--- src/rtl/sonar_pkg.sv ---
// Shared types and constants for the multi-ranger sonar scheduler.
package sonar_pkg;

    typedef enum logic [2:0] {
        ST_IDLE,
        ST_SELECT,
        ST_TRIG,
        ST_WAIT_RISE,
        ST_MEASURE,
        ST_REPORT,
        ST_HOLDOFF
    } state_t;

    localparam int DEF_DIST_W    = 9;
    localparam int DEF_US_PER_CM = 58;

    // All-ones distance marks an invalid or overrange result.
    localparam logic [DEF_DIST_W-1:0] DIST_INVALID = '1;

    function automatic int max2(input int a, input int b);
        return (a > b) ? a : b;
    endfunction

endpackage

--- src/rtl/sonar_timebase.sv ---
// Microsecond prescaler. The restart input marks cycle 0 of a new interval,
// so every timed interval is an exact multiple of CYC_PER_US cycles.
module sonar_timebase #(
    parameter int CYC_PER_US = 100
) (
    input  logic clk,
    input  logic reset_n,
    input  logic restart,
    output logic us_tick
);

    localparam int PW = (CYC_PER_US > 1) ? $clog2(CYC_PER_US) : 1;
    localparam logic [PW-1:0] LAST = PW'(CYC_PER_US - 1);

    logic [PW-1:0] cnt;
    logic [PW-1:0] phase;

    assign phase   = restart ? '0 : cnt;
    assign us_tick = (phase == LAST);

    always_ff @(posedge clk or negedge reset_n) begin
        if (!reset_n) begin
            cnt <= '0;
        end else if (us_tick) begin
            cnt <= '0;
        end else begin
            cnt <= phase + 1'b1;
        end
    end

endmodule

--- src/rtl/sonar_scheduler.sv ---
// Round-robin scheduler sharing one echo timer between several ultrasonic
// rangers: trigger, time the echo, report centimetres, then hold off.
module sonar_scheduler
    import sonar_pkg::*;
#(
    parameter int N_SENSORS  = 4,
    parameter int CYC_PER_US = 100,
    parameter int TRIG_US    = 10,
    parameter int US_PER_CM  = DEF_US_PER_CM,
    parameter int TIMEOUT_US = 25000,
    parameter int HOLDOFF_US = 60000,
    parameter int DIST_W     = DEF_DIST_W
) (
    input  logic                         clk,
    input  logic                         reset_n,
    input  logic                         enable,
    input  logic [N_SENSORS-1:0]         sensor_mask,
    input  logic [N_SENSORS-1:0]         echo_in,
    output logic [N_SENSORS-1:0]         trig_out,
    output logic                         res_valid,
    output logic [$clog2(N_SENSORS)-1:0] res_id,
    output logic [DIST_W-1:0]            res_dist,
    output logic                         res_timeout,
    output logic                         busy
);

    localparam int ID_W  = $clog2(N_SENSORS);
    localparam int CNT_W = $clog2(max2(TIMEOUT_US, HOLDOFF_US) + 1);
    localparam int CMU_W = (US_PER_CM > 1) ? $clog2(US_PER_CM) : 1;

    localparam logic [CNT_W-1:0]  TRIG_END    = CNT_W'(TRIG_US);
    localparam logic [CNT_W-1:0]  TIMEOUT_END = CNT_W'(TIMEOUT_US);
    localparam logic [CNT_W-1:0]  HOLDOFF_END = CNT_W'(HOLDOFF_US);
    localparam logic [CMU_W-1:0]  CMU_LAST    = CMU_W'(US_PER_CM - 1);
    localparam logic [DIST_W-1:0] DIST_ONES   = '1;
    localparam logic [DIST_W-1:0] CM_MAX      = {{(DIST_W-1){1'b1}}, 1'b0};

    state_t state;
    logic   entry;

    logic [ID_W-1:0]      ptr;
    logic [N_SENSORS-1:0] echo_meta;
    logic [N_SENSORS-1:0] echo_sync;
    logic                 echo_cur;

    logic                 us_tick;
    logic                 timed;
    logic [CNT_W-1:0]     us_cnt;
    logic [CNT_W-1:0]     us_now;
    logic [CNT_W-1:0]     us_after;

    logic [CMU_W-1:0]     cm_us;
    logic [CMU_W-1:0]     cm_us_now;
    logic [CMU_W-1:0]     cm_us_after;
    logic                 cm_step;
    logic [DIST_W-1:0]    cm_cnt;
    logic [DIST_W-1:0]    cm_now;
    logic [DIST_W-1:0]    cm_after;

    logic                 pick_found;
    logic [ID_W-1:0]      pick_id;
    logic [ID_W-1:0]      cand;

    sonar_timebase #(
        .CYC_PER_US (CYC_PER_US)
    ) u_timebase (
        .clk     (clk),
        .reset_n (reset_n),
        .restart (entry),
        .us_tick (us_tick)
    );

    always_ff @(posedge clk or negedge reset_n) begin
        if (!reset_n) begin
            echo_meta <= '0;
            echo_sync <= '0;
        end else begin
            echo_meta <= echo_in;
            echo_sync <= echo_meta;
        end
    end

    assign echo_cur = echo_sync[ptr];

    // Counts read as zero on the first cycle of a state, and each cycle's
    // tick is already folded in, so a decision made now sees the full time.
    assign timed       = state inside {ST_TRIG, ST_WAIT_RISE, ST_MEASURE, ST_HOLDOFF};
    assign us_now      = entry ? '0 : us_cnt;
    assign us_after    = us_now + CNT_W'(us_tick);

    assign cm_us_now   = entry ? '0 : cm_us;
    assign cm_step     = us_tick && (cm_us_now == CMU_LAST);
    assign cm_us_after = cm_step ? '0 : cm_us_now + CMU_W'(us_tick);
    assign cm_now      = entry ? '0 : cm_cnt;
    assign cm_after    = (cm_step && (cm_now != CM_MAX)) ? cm_now + 1'b1 : cm_now;

    always_ff @(posedge clk or negedge reset_n) begin
        if (!reset_n) begin
            us_cnt <= '0;
            cm_us  <= '0;
            cm_cnt <= '0;
        end else begin
            us_cnt <= timed ? us_after : '0;
            cm_us  <= (state == ST_MEASURE) ? cm_us_after : '0;
            cm_cnt <= (state == ST_MEASURE) ? cm_after : '0;
        end
    end

    // Scan downward so the nearest set bit after the pointer wins.
    always_comb begin
        pick_found = 1'b0;
        pick_id    = '0;
        cand       = '0;
        for (int k = N_SENSORS; k >= 1; k--) begin
            cand = ID_W'((int'(ptr) + k) % N_SENSORS);
            if (sensor_mask[cand]) begin
                pick_found = 1'b1;
                pick_id    = cand;
            end
        end
    end

    always_ff @(posedge clk or negedge reset_n) begin
        if (!reset_n) begin
            state       <= ST_IDLE;
            entry       <= 1'b0;
            ptr         <= ID_W'(N_SENSORS - 1);
            trig_out    <= '0;
            res_valid   <= 1'b0;
            res_id      <= '0;
            res_dist    <= '0;
            res_timeout <= 1'b0;
            busy        <= 1'b0;
        end else begin
            entry     <= 1'b0;
            res_valid <= 1'b0;
            case (state)
                ST_IDLE: begin
                    if (enable && (sensor_mask != '0)) begin
                        state <= ST_SELECT;
                        entry <= 1'b1;
                        busy  <= 1'b1;
                    end
                end

                ST_SELECT: begin
                    entry <= 1'b1;
                    if (pick_found) begin
                        ptr      <= pick_id;
                        res_id   <= pick_id;
                        trig_out <= {{(N_SENSORS-1){1'b0}}, 1'b1} << pick_id;
                        state    <= ST_TRIG;
                    end else begin
                        state <= ST_IDLE;
                        busy  <= 1'b0;
                    end
                end

                ST_TRIG: begin
                    if (us_after == TRIG_END) begin
                        trig_out <= '0;
                        state    <= ST_WAIT_RISE;
                        entry    <= 1'b1;
                    end
                end

                // A stale echo still high here counts as a rise.
                ST_WAIT_RISE: begin
                    if (echo_cur) begin
                        state <= ST_MEASURE;
                        entry <= 1'b1;
                    end else if (us_after == TIMEOUT_END) begin
                        state       <= ST_REPORT;
                        entry       <= 1'b1;
                        res_valid   <= 1'b1;
                        res_dist    <= DIST_ONES;
                        res_timeout <= 1'b1;
                    end
                end

                ST_MEASURE: begin
                    if (!echo_cur) begin
                        state       <= ST_REPORT;
                        entry       <= 1'b1;
                        res_valid   <= 1'b1;
                        res_dist    <= cm_after;
                        res_timeout <= 1'b0;
                    end else if (us_after == TIMEOUT_END) begin
                        state       <= ST_REPORT;
                        entry       <= 1'b1;
                        res_valid   <= 1'b1;
                        res_dist    <= DIST_ONES;
                        res_timeout <= 1'b1;
                    end
                end

                ST_REPORT: begin
                    state <= ST_HOLDOFF;
                    entry <= 1'b1;
                end

                // Enable is only consulted here, so a dropped enable never
                // cuts a measurement short.
                ST_HOLDOFF: begin
                    if (us_after == HOLDOFF_END) begin
                        entry <= 1'b1;
                        if (enable) begin
                            state <= ST_SELECT;
                        end else begin
                            state <= ST_IDLE;
                            busy  <= 1'b0;
                        end
                    end
                end

                default: begin
                    state    <= ST_IDLE;
                    entry    <= 1'b1;
                    trig_out <= '0;
                    busy     <= 1'b0;
                end
            endcase
        end
    end

endmodule

--- config.mk ---
export PLATFORM = sky130hd
export DESIGN_NAME = sonar_scheduler
export DESIGN_NICKNAME = d
export VERILOG_FILES = /design/src/rtl/sonar_pkg.sv /design/src/rtl/sonar_timebase.sv /design/src/rtl/sonar_scheduler.sv
export SDC_FILE = /design/constraint.sdc
export NUM_CORES = 1
export LEC_CHECK = 0
export CAP_MARGIN = 15
export CORE_MARGIN = 1.5
export CORE_UTILIZATION = 51
export CTS_CLUSTER_DIAMETER = 120
export DETAILED_ROUTE_END_ITERATION = 8
export GPL_ROUTABILITY_DRIVEN = 1
export PLACE_DENSITY = 0.71
export SYNTH_ARGS = -nofsm -noshare
export SYNTH_HDL_FRONTEND = slang
export SYNTH_SLANG_ARGS = --single-unit
--- constraint.sdc ---
create_clock -name clk -period 6.86 [get_ports clk]
set_input_delay 1.029 -clock clk [delete_from_list [all_inputs] [get_ports clk]]
set_output_delay 1.029 -clock clk [all_outputs]
set_load 0.005 [all_outputs]
**Word level (Yosys, flattened, before mapping)**

Cells that the tools add are included.

- Add/sub/neg operators: 8
- $lt $le $gt $ge: 5
- Equality and inequality tests: 19
- Shift-type cells: 1
- Mux-type cells: 62
- Bitwise logic cells: 2
- Reduce and logical (&&, ||, !) cells: 14

Operators with widths:

| cell | count |
|---|---|
| 9-bit 2-to-1 mux | 6 |
| 16-bit 2-to-1 mux | 2 |
| 1-bit 2-to-1 mux | 24 |
| 3-bit case mux with 7 select lines | 1 |
| 3-bit 2-to-1 mux | 6 |
| 6-bit 2-to-1 mux | 3 |
| 9-bit case mux with 2 select lines | 1 |
| 16-bit by 1-bit adder with 16-bit output | 1 |
| 16-bit by 15-bit == test with 1-bit output (second input constant) | 1 |
| 16-bit == test (second input constant) | 1 |
| 16-bit by 4-bit == test with 1-bit output (second input constant) | 1 |
| 2-bit by 3-bit < comparator with 1-bit output (second input constant) | 5 |
| 7-bit 2-to-1 mux | 2 |
| 4-bit case mux with 3 select lines | 1 |
| 1-bit binary-select mux with 2-bit select | 5 |
| 2-bit 2-to-1 mux | 5 |
| 2-bit inequality test (second input constant) | 5 |
| 9-bit by 1-bit adder with 9-bit output (second input constant) | 1 |
| 3-bit == test (second input constant) | 3 |
| 9-bit inequality test (second input constant) | 1 |
| 4-bit 2-to-1 mux | 2 |
| 4-bit nonzero test | 2 |
| 7-bit by 1-bit adder with 7-bit output (second input constant) | 1 |
| 7-bit == test (second input constant) | 1 |
| other kinds (20) | 30 |

- Flip-flop bits (word level): 70
- Bits of input ports: 11
- Output and inout port bits: 18
- Logic and storage cells: 126

**Longest topological paths before layout**

Gate-level depths: netlist of run 1.

- Depth after elaboration: 10
- Mapped depth: 19
- Depth with buffers taken out: 13

**Hierarchy**

A second synthesis of run 1 with hierarchy kept.

- Cells, all modules: 414
- Area total of the unflattened synthesis: 3908.7 sq um

Modules (own cells, without submodules):

| module | times used | cells each | area an instance (sq um) | seq. area each (sq um) |
|---|---|---|---|---|
| sonar_scheduler | 1 | 379 | 3535.9 | 1579.0 |
| sonar_timebase | 1 | 35 | 372.9 | 175.2 |

**Worst setup path after synthesis of run 1**

OpenSTA, ideal clock, no wires.

- Path kind: register to register
- From: register entry
- To: register trig_out[0]
- Library setup time: 0.128 ns
- Data arrival time: 4.240 ns
- Data required time: 6.732 ns
- Setup slack: 2.492 ns
- Stages on the path, launching flop included: 19
- Buffers on the path: 5
- Clock period less this slack: 4.368 ns
- Cells stage by stage: dfrtp_1 buf_4 clkbuf_1 clkbuf_1 buf_1 nor2b_1 ha_1 nand3b_1 nor2_1 ha_1 ha_1 clkbuf_8 nand3_1 nor4_1 mux2i_1 o2111ai_1 nor4b_2 a21oi_1 mux2_1

- Cells in the longest elaborated chain, start to end: 6
- Elaborated cells between the ends (all ways): 7
- Those cells by class: 1 x add/sub; 3 x eq/ne; 2 x mux; 1 x reduce/logical

RTL lines:

| what | line | RTL |
|---|---|---|
| start: declaration | sonar_scheduler.sv:39 | `logic entry;` |
| start signal: assignment | sonar_scheduler.sv:126 | `entry <= 1'b0;` |
| start signal: assignment | sonar_scheduler.sv:135 | `entry <= 1'b0;` |
| start signal: assignment | sonar_scheduler.sv:141 | `entry <= 1'b1;` |
| 7-bit 2-to-1 mux | sonar_timebase.sv:18 | `assign phase = restart ? '0 : cnt;` |
| 7-bit == test | sonar_timebase.sv:19 | `assign us_tick = (phase == LAST);` |
| 16-bit by 1-bit adder with 16-bit output (*) | sonar_scheduler.sv:89 | `assign us_after = us_now + CNT_W'(us_tick);` |
| 16-bit by 4-bit == test with 1-bit output (*) | sonar_scheduler.sv:160 | `if (us_after == TRIG_END) begin` |
| 2-bit by 1-bit inequality test with 1-bit output (no line) (*) | -- |  |
| 3-bit AND reduction (no line) (*) | -- |  |
| end signal: assignment | sonar_scheduler.sv:151 | `trig_out <= {{(N_SENSORS-1){1'b0}}, 1'b1} << pick_id;` |
| end: declaration | sonar_scheduler.sv:19 | `output logic [N_SENSORS-1:0] trig_out,` |

Mark *: on every way between the ends. The rest lies on a longest branch, timed or not.
A chain may end at the register's enable or synchronous reset.

**Worst setup path in the final report of run 1**

Same ends and word-level chain as after synthesis.

==> results of run 1 <==
## state kept, by name, indices dropped and copies added, names as in the netlist
name / flops
res_dist: 9
echo_meta: 4
u_timebase.cnt: 7
res_timeout: 1
entry: 1
echo_sync: 4
ptr: 2
state: 3
res_id: 2
trig_out: 4
us_cnt: 16
res_valid: 1
cm_cnt: 9
busy: 1
cm_us: 6
## synth_stat cells, drive strengths merged, types with 5 or more instances
library cell | n | area [um2]
a21oi | 8 | 40.0
a2bb2oi | 6 | 90.1
a31oi | 5 | 31.3
and2 | 5 | 32.5
and2b | 5 | 41.3
and3 | 9 | 60.1
buf | 7 | 53.8
clkbuf | 11 | 62.6
dfrtp | 68 | 1700
ha | 7 | 87.6
inv | 13 | 48.8
nand2 | 19 | 71.3
nand3 | 16 | 80.1
nand4 | 7 | 50.1
nor2 | 44 | 165
nor2b | 15 | 93.8
nor3 | 14 | 70.1
o21ai | 10 | 50.0
xnor2 | 23 | 201
xor2 | 12 | 105
## area by class of cell
cell class                 instances  area (um2)
fill                             582        2870
clock inverter                     5         129
sequential                        70        1750
clock buffer                      11         151
timing repair buffer              31         298
tap                               99         124
multi-input combinational        275        1960
inverter                          13        48.8
## kinds of logic (layout without fill, tap and decap cells)
family | after synthesis | after routing | synth area share, %
xor+xnor | 35 | 35 | 7.84
simple gates | 164 | 164 | 23.8
buf+inv | 32 | 60 | 5.06
mux | 6 | 6 | 2.05
fa+ha+maj | 7 | 7 | 2.24
compound gates | 63 | 63 | 14.2
flops | 70 | 70 | 44.9
## placed cells by master (no fill, tap or decap), drive strengths merged, types with 8 or more instances in the layout
| master | n |
|---|---|
| a21oi | 8 |
| and3 | 9 |
| clkbuf | 11 |
| clkdlybuf4s50 | 27 |
| dfrtp | 68 |
| inv | 13 |
| nand2 | 19 |
| nand3 | 16 |
| nor2 | 44 |
| nor2b | 15 |
| nor3 | 14 |
| o21ai | 10 |
| xnor2 | 23 |
| xor2 | 12 |
## how the worst max path moves through the flow
| stage | end | startpoint | cells after the start | slack (ns) |
|---|---|---|---|---|
| after global routing | trig_out[0]$_DFFE_PN0P_ | entry$_DFF_PN0_ | 14 | 1.76 |
| after global placement | trig_out[0]$_DFFE_PN0P_ | entry$_DFF_PN0_ | 14 | 2.48 |
| after floorplan | trig_out[0]$_DFFE_PN0P_ | entry$_DFF_PN0_ | 18 | 2.49 |
| after CTS | trig_out[0]$_DFFE_PN0P_ | entry$_DFF_PN0_ | 14 | 2.27 |
| after detailed placement | trig_out[0]$_DFFE_PN0P_ | entry$_DFF_PN0_ | 14 | 2.29 |
| final | trig_out[0]$_DFFE_PN0P_ | entry$_DFF_PN0_ | 14 | 2.22 |
## stage by stage
| stage | cell area [um2] | hold WS (ns) |
|---|---|---|
| finish | 4460 | 0.350 |
| global route | 4460 | 0.355 |
| CTS | 4450 | 0.352 |
| detailed placement | 4170 | 0.335 |
| global placement | 4170 | 0.332 |
| floorplan | 3910 | 0.331 |
## power groups by stage
stage | Combinational [mW] | Clock, mW | Sequential [mW]
after floorplan | 0.259 | 0 | 0.525
after global placement | 0.366 | 0 | 0.545
after detailed placement | 0.371 | 0 | 0.549
after CTS | 0.371 | 0.463 | 0.541
after global routing | 0.410 | 0.482 | 0.551
final | 0.370 | 0.452 | 0.542
## layer usage
layer  wire [um]  vias up  share of wire (%)
met5           0        -                  0
met4          75        0                1.0
met3         270        6                3.6
met2        3620       59                 48
met1        3560     1403                 47
li1            -     1383                  -
==> summary.txt, run 1 <==
Route
  • Drt first-iter violations: 103
  • DRC Markers: 0
  • Detailed Routing Iterations Pass 1: 4
  • Via density: 5.66
  • Antenna Nets Post-Route: 0
  • Routed length per instance: 14.9 um
  • Routed WL: 7520 um
  • Vias post-DR: 2851

Worst setup path
  • R2r worst-path depth: 14
  • Crit path arrival time: 4.87 ns
  • Critical path's slowest cell: mux2i_1
  • Crit Path Category: flip-flop to flip-flop
  • Required @ worst endpoint: 7.09 ns
  • CP most frequent cell: ha_1
  • Reg2reg end: trig_out[0]$_DFFE_PN0P_
  • Bufs and invs on worst path: 1
  • Reg2Reg Setup Slack: 2.22 ns
  • Reg-to-Reg Start: entry$_DFF_PN0_
  • CP Cell Sequence: buf_4 -> nor2b_1 -> ha_1 -> nand3b_1 -> nor2_1 -> ha_1 -> ha_1 -> nand3_1 -> nor4_1 -> mux2i_1 -> o2111ai_1 -> nor4b_2 -> a21oi_1 -> mux2_1
  • CP startpoint kind: flip-flop
  • CP endpoint kind: flip-flop
  • Crit-path max FO: 45
  • Kind of cell adding the most delay to the critical path: simple AND/OR/NAND/NOR gates
  • CP peak stage delay: 0.45 ns

STA
  • RSZ-0062 raised after global routing: false
  • Post-route setup slack: 2.22 ns
  • Final Hold Viols: 0
  • Setup TNS: 0 ns
  • Fmax: 0.215 GHz
  • Period utilization: 67.7%
  • Clk_skew: 0.00375 ns
  • Slew margin rel.: 44.1%
  • Max Slew Vio Count: 0
  • Minimum clock period: 4.64 ns
  • # setup viols final: 0
  • Worst Tran Pin Value: 0.838 ns

Clock network
  • Post-cts resize count: 0
  • Clock sinks: 70
  • Worst-Skew Late Latency: 0.34 ns
  • Inserted Clock Buffers: 9
  • CTS H-tree depth: 3
  • CTS tree: yes
  • Setup Buffers After CTS: 0
  • Worst-path clk slew: 0.07 ns
  • Hold_buf cts: 0
  • Bufs on Longest Clock Path: 2
  • Root buffer cell: clkbuf_8

Synth
  • Netlist cell types: 75
  • Ys flop type: dfrtp_1
  • Sequential-to-total area share from yosys stat: 44.9%
  • Post-synth ARST share: 100%
  • Number of synthesized register bits: 70
  • Synth warn: 0
  • Mapped Cells: 377
  • Post-Syn Area: 3910 um2
  • Syn_area_per_cell: 10.4 um2
  • Synthesized Nets: 395
  • EDFF count, synth: 0

Pwr
  • Cell Int Power: 0.957 mW
  • VDD IR max: 231 uV
  • Clock share of power: 33.2%
  • Power Dens Cells: 306 nW/um2
  • Overall Power: 1.36 mW
  • Combinational Power Share: 27.1%
  • Sw frac: 29.9%
  • P_sw: 0.407 mW
  • Leakage: 1.87 nW
  • Sequential group share of total power: 39.7%

Floorplanning
  • Total core area: 7330 um2
  • Die Height: 90.5 um
  • Die Wd: 90.5 um
  • Starting Density: 53.3%
  • Rows: 31
  • I/O pins: 29
  • Die area: 8200 um2

Finish
  • Layout area overhead: 14.2%
  • Post-Layout Cell Count: 504
  • Layout cell share with drive strength beyond 1: 13.8%
  • Final core occ: 60.8%
  • Antenna diode count: 0
  • Fin nets: 418

Hold path
  • Worst Hold Class: flip-flop to flip-flop
  • Hold Crit Start: echo_meta[0]$_DFF_PN0_
  • Hold path endpoint: echo_sync[0]$_DFF_PN0_
  • Worst hold stages: 0

Place
  • IO buf count: 28
  • Placed cell count: 487
  • Detailed Place HPWL: 5260 um
  • GPL Wtd Cong: 0.850
  • Post-place setup slack: 2.29 ns

GRT
  • Met1 Use GR: 27.3%
  • First-pass GRT wire length: 13100 um
  • Met3 Usage GRT: 3.11%
  • Number of global-route vias before repair: 2760
  • Largest net degree at the start of global routing: 71
  • Met2 usage: 30.8%
  • Initial antenna violation count: 0
  • Total track usage: 19.8%
  • Busiest grt layer: met2
  • Total grt overflow: 0

Flow run
  • Max-Cap Viols: 0

Run status
  • Status: complete, no violations
Note: power is estimated with default switching activity, not from simulation.
==> inputs of run 2 (changes only) <==
--- a/config.mk
+++ b/config.mk
@@ -11,7 +11,7 @@
 export CTS_CLUSTER_DIAMETER = 120
 export DETAILED_ROUTE_END_ITERATION = 8
 export GPL_ROUTABILITY_DRIVEN = 1
-export PLACE_DENSITY = 0.71
+export PLACE_DENSITY = 0.74
 export SYNTH_ARGS = -nofsm -noshare
 export SYNTH_HDL_FRONTEND = slang
 export SYNTH_SLANG_ARGS = --single-unit
==> constraint.sdc (replaced) <==
create_clock -name clk -period 3.93 [get_ports clk]
set_input_delay 0.5895 -clock clk [delete_from_list [all_inputs] [get_ports clk]]
set_output_delay 0.5895 -clock clk [all_outputs]
set_load 0.005 [all_outputs]
==> run 2 against run 1 <==
  * Flip-flop and latch count did not move
  * Core utilization about the same
  * Via count increased by 4.1%
  * Final cell count rose by 0.60%
  * Clock skew increased by 0.0054 ns
  * Sequential share of layout area is essentially flat
  * First-iteration DRC count up 39%
  * Die area did not move
  * Total power is 61% higher
  * Clock power rose by 28%
==> summary.txt, run 2 (same netlist as run 1, synthesis figures left out) <==
Worst setup path
  • CP endpoint kind: flip-flop
  • Reg2Reg Setup Slack: 0.20 ns
  • Required @ worst endpoint: 4.17 ns
  • CP startpoint kind: flip-flop
  • Reg2reg end: state[2]$_DFFE_PN0P_
  • Reg-to-Reg Start: u_timebase.cnt[4]$_DFF_PN0_
  • Critical path's slowest cell: or4b_4
  • Crit-path max FO: 5
  • CP peak stage delay: 0.57 ns
  • CP Cell Sequence: or4b_4 -> nor2_2 -> ha_2 -> ha_2 -> buf_4 -> and3_4 -> nand4_4 -> or3_4 -> a2111oi_4 -> buf_4 -> a31oi_1 -> o21ai_0 -> a21bo_2
  • R2r worst-path depth: 13
  • Crit path arrival time: 3.98 ns
  • Crit Path Category: flip-flop to flip-flop

Pwr
  • Clock share of power: 26.4%
  • Sequential group share of total power: 43.4%
  • Power Dens Cells: 491 nW/um2
  • Sw frac: 33.3%
  • Leakage: 1.85 nW
  • VDD IR max: 372 uV
  • Cell Int Power: 1.46 mW
  • Combinational Power Share: 30.2%
  • Overall Power: 2.19 mW
  • P_sw: 0.730 mW

STA
  • Setup TNS: 0 ns
  • Max Slew Vio Count: 0
  • Final Hold Viols: 0
  • Fmax: 0.268 GHz
  • Clk_skew: 0.00916 ns
  • Worst hold slack: 0.209 ns
  • # setup viols final: 0
  • Slew margin rel.: 54.2%
  • Minimum clock period: 3.73 ns
  • Worst Tran Pin Value: 0.681 ns
  • Period utilization: 95.0%

Route
  • Via density: 5.85
  • Detailed Routing Iterations Pass 1: 4
  • Vias post-DR: 2968
  • Routed WL: 8000 um
  • Antenna Nets Post-Route: 0
  • DRC Markers: 0
  • Routed length per instance: 15.8 um
  • Drt first-iter violations: 143

Run status
  • Status: complete, no violations

Floorplanning
  • Die area: 8200 um2
  • Total core area: 7330 um2
  • Rows: 31
  • Die Height: 90.5 um
  • Starting Density: 53.3%
  • I/O pins: 29
  • Die Wd: 90.5 um

Finish
  • Final Cell Area: 4460 um2
  • Layout cell share with drive strength beyond 1: 16.7%
  • Max reg flops: 16
  • Fillers: 591
  • Post-Layout Cell Count: 507
  • Commonest non-fill, non-tap cell in the layout: dfrtp_1
  • Antenna diode count: 0
  • Fin nets: 422
  • Commonest cells after routing, fill and taps aside: dfrtp_1 (68), nor2_1 (43), clkdlybuf4s50_1 (27)
  • Top Registers: us_cnt (16), cm_cnt (9), res_dist (9)
  • Register area: 1750 um2
  • Area of the multi-input gates: 2010 um2
  • Layout area overhead: 14.2%
  • Largest Register: us_cnt

Flow run
  • Max-Cap Viols: 0

Clock network
  • CTS H-tree depth: 3
  • Root buffer cell: clkbuf_8
  • Worst-path clk slew: 0.08 ns
  • CTS tree: yes
  • Bufs on Longest Clock Path: 2
  • Worst-Skew Late Latency: 0.35 ns
  • Hold_buf cts: 0
  • Inserted Clock Buffers: 9
  • Clock sinks: 70

Place
  • Placed cell areas: 4240 um2
  • Detailed Place HPWL: 5680 um
  • IO buf count: 28
  • GPL Wtd Cong: 0.901
  • Placed cell count: 490

GRT
  • Total grt overflow: 0
  • Number of global-route vias before repair: 2924
  • Largest net degree at the start of global routing: 49
  • Initial antenna violation count: 0
  • Total track usage: 20.7%
  • First-pass GRT wire length: 13600 um

Hold path
  • Worst Hold Class: input port to async pin
==> run 2: critical path, delay by kind of cell, from the launching register on <==
| family | cells | cell delay, ns |
|---|---|---|
| compound gates | 4 | 0.99 |
| flops | 1 | 0.42 |
| buf+inv | 2 | 0.33 |
| fa+ha+maj | 2 | 0.41 |
| simple gates | 5 | 1.48 |
==> run 2: layer usage <==
layer	vias up	global-route usage, %	share of wire, %
met5	-	0	0
met1	1468	26.4	45
met2	88	33.7	49
met3	18	5.22	4.6
met4	0	7.67	1.8
li1	1394	-	-
==> run 2: what timing repair did <==
item / CTS / global route
buffers inserted: 0 / 2
endpoints found under the setup margin: 0 / 10
endpoints found under the hold margin: 0 / 0
resized for setup: 0 / 2
==> run 2: power groups by stage <==
stage               clock [mW]  sequential (mW)  combinational (mW)
detailed placement           0            0.959               0.661
global placement             0            0.956               0.650
floorplan                    0            0.917               0.484
finish                   0.578            0.950               0.661
global route             0.618            0.968               0.730
CTS                      0.595            0.948               0.665
==> run 2: worst max-delay path by stage <==
| stage | from | slack (ns) | depth (start not counted) | to |
|---|---|---|---|---|
| after floorplan | entry$_DFF_PN0_ | 0.01 | 19 | res_dist[1]$_DFFE_PN0P_ |
| after global placement | u_timebase.cnt[3]$_DFF_PN0_ | 0.35 | 12 | state[0]$_DFFE_PN0P_ |
| after detailed placement | entry$_DFF_PN0_ | 0.18 | 14 | trig_out[0]$_DFFE_PN0P_ |
| after CTS | entry$_DFF_PN0_ | 0.18 | 14 | trig_out[0]$_DFFE_PN0P_ |
| after global routing | entry$_DFF_PN0_ | -0.004 | 14 | state[0]$_DFFE_PN0P_ |
| final | u_timebase.cnt[4]$_DFF_PN0_ | 0.20 | 13 | state[2]$_DFFE_PN0P_ |
==> run 2: cell type report <==
cell class,count,area share [%]
flip-flops and latches,70,39.3
well taps,99,2.78
clock inverters,5,1.35
clock buffers,10,3.08
inverters,13,1.09
repair buffers,35,7.35
multi-input cells,275,45.0
==> run 2: per-stage QoR <==
stage          util [%]  setup slack (ns)
2_1_floorplan         -            0.0133
3_3_place_gp       57.9             0.347
3_5_place_dp       57.9             0.183
4_1_cts            60.6             0.181
5_1_grt            60.9          -0.00427
6_report           60.9             0.196
==> inputs of run 3 (changes only) <==
--- a/config.mk
+++ b/config.mk
@@ -9,8 +9,9 @@
 export CORE_MARGIN = 1.5
 export CORE_UTILIZATION = 51
 export CTS_CLUSTER_DIAMETER = 120
+export CTS_CLUSTER_SIZE = 10
 export DETAILED_ROUTE_END_ITERATION = 8
-export GPL_ROUTABILITY_DRIVEN = 1
+export GPL_ROUTABILITY_DRIVEN = 0
 export PLACE_DENSITY = 0.74
 export SYNTH_ARGS = -nofsm -noshare
 export SYNTH_HDL_FRONTEND = slang
==> results of run 3 <==
Same layout as run 2: the final DEF is identical, and so are final timing and power.
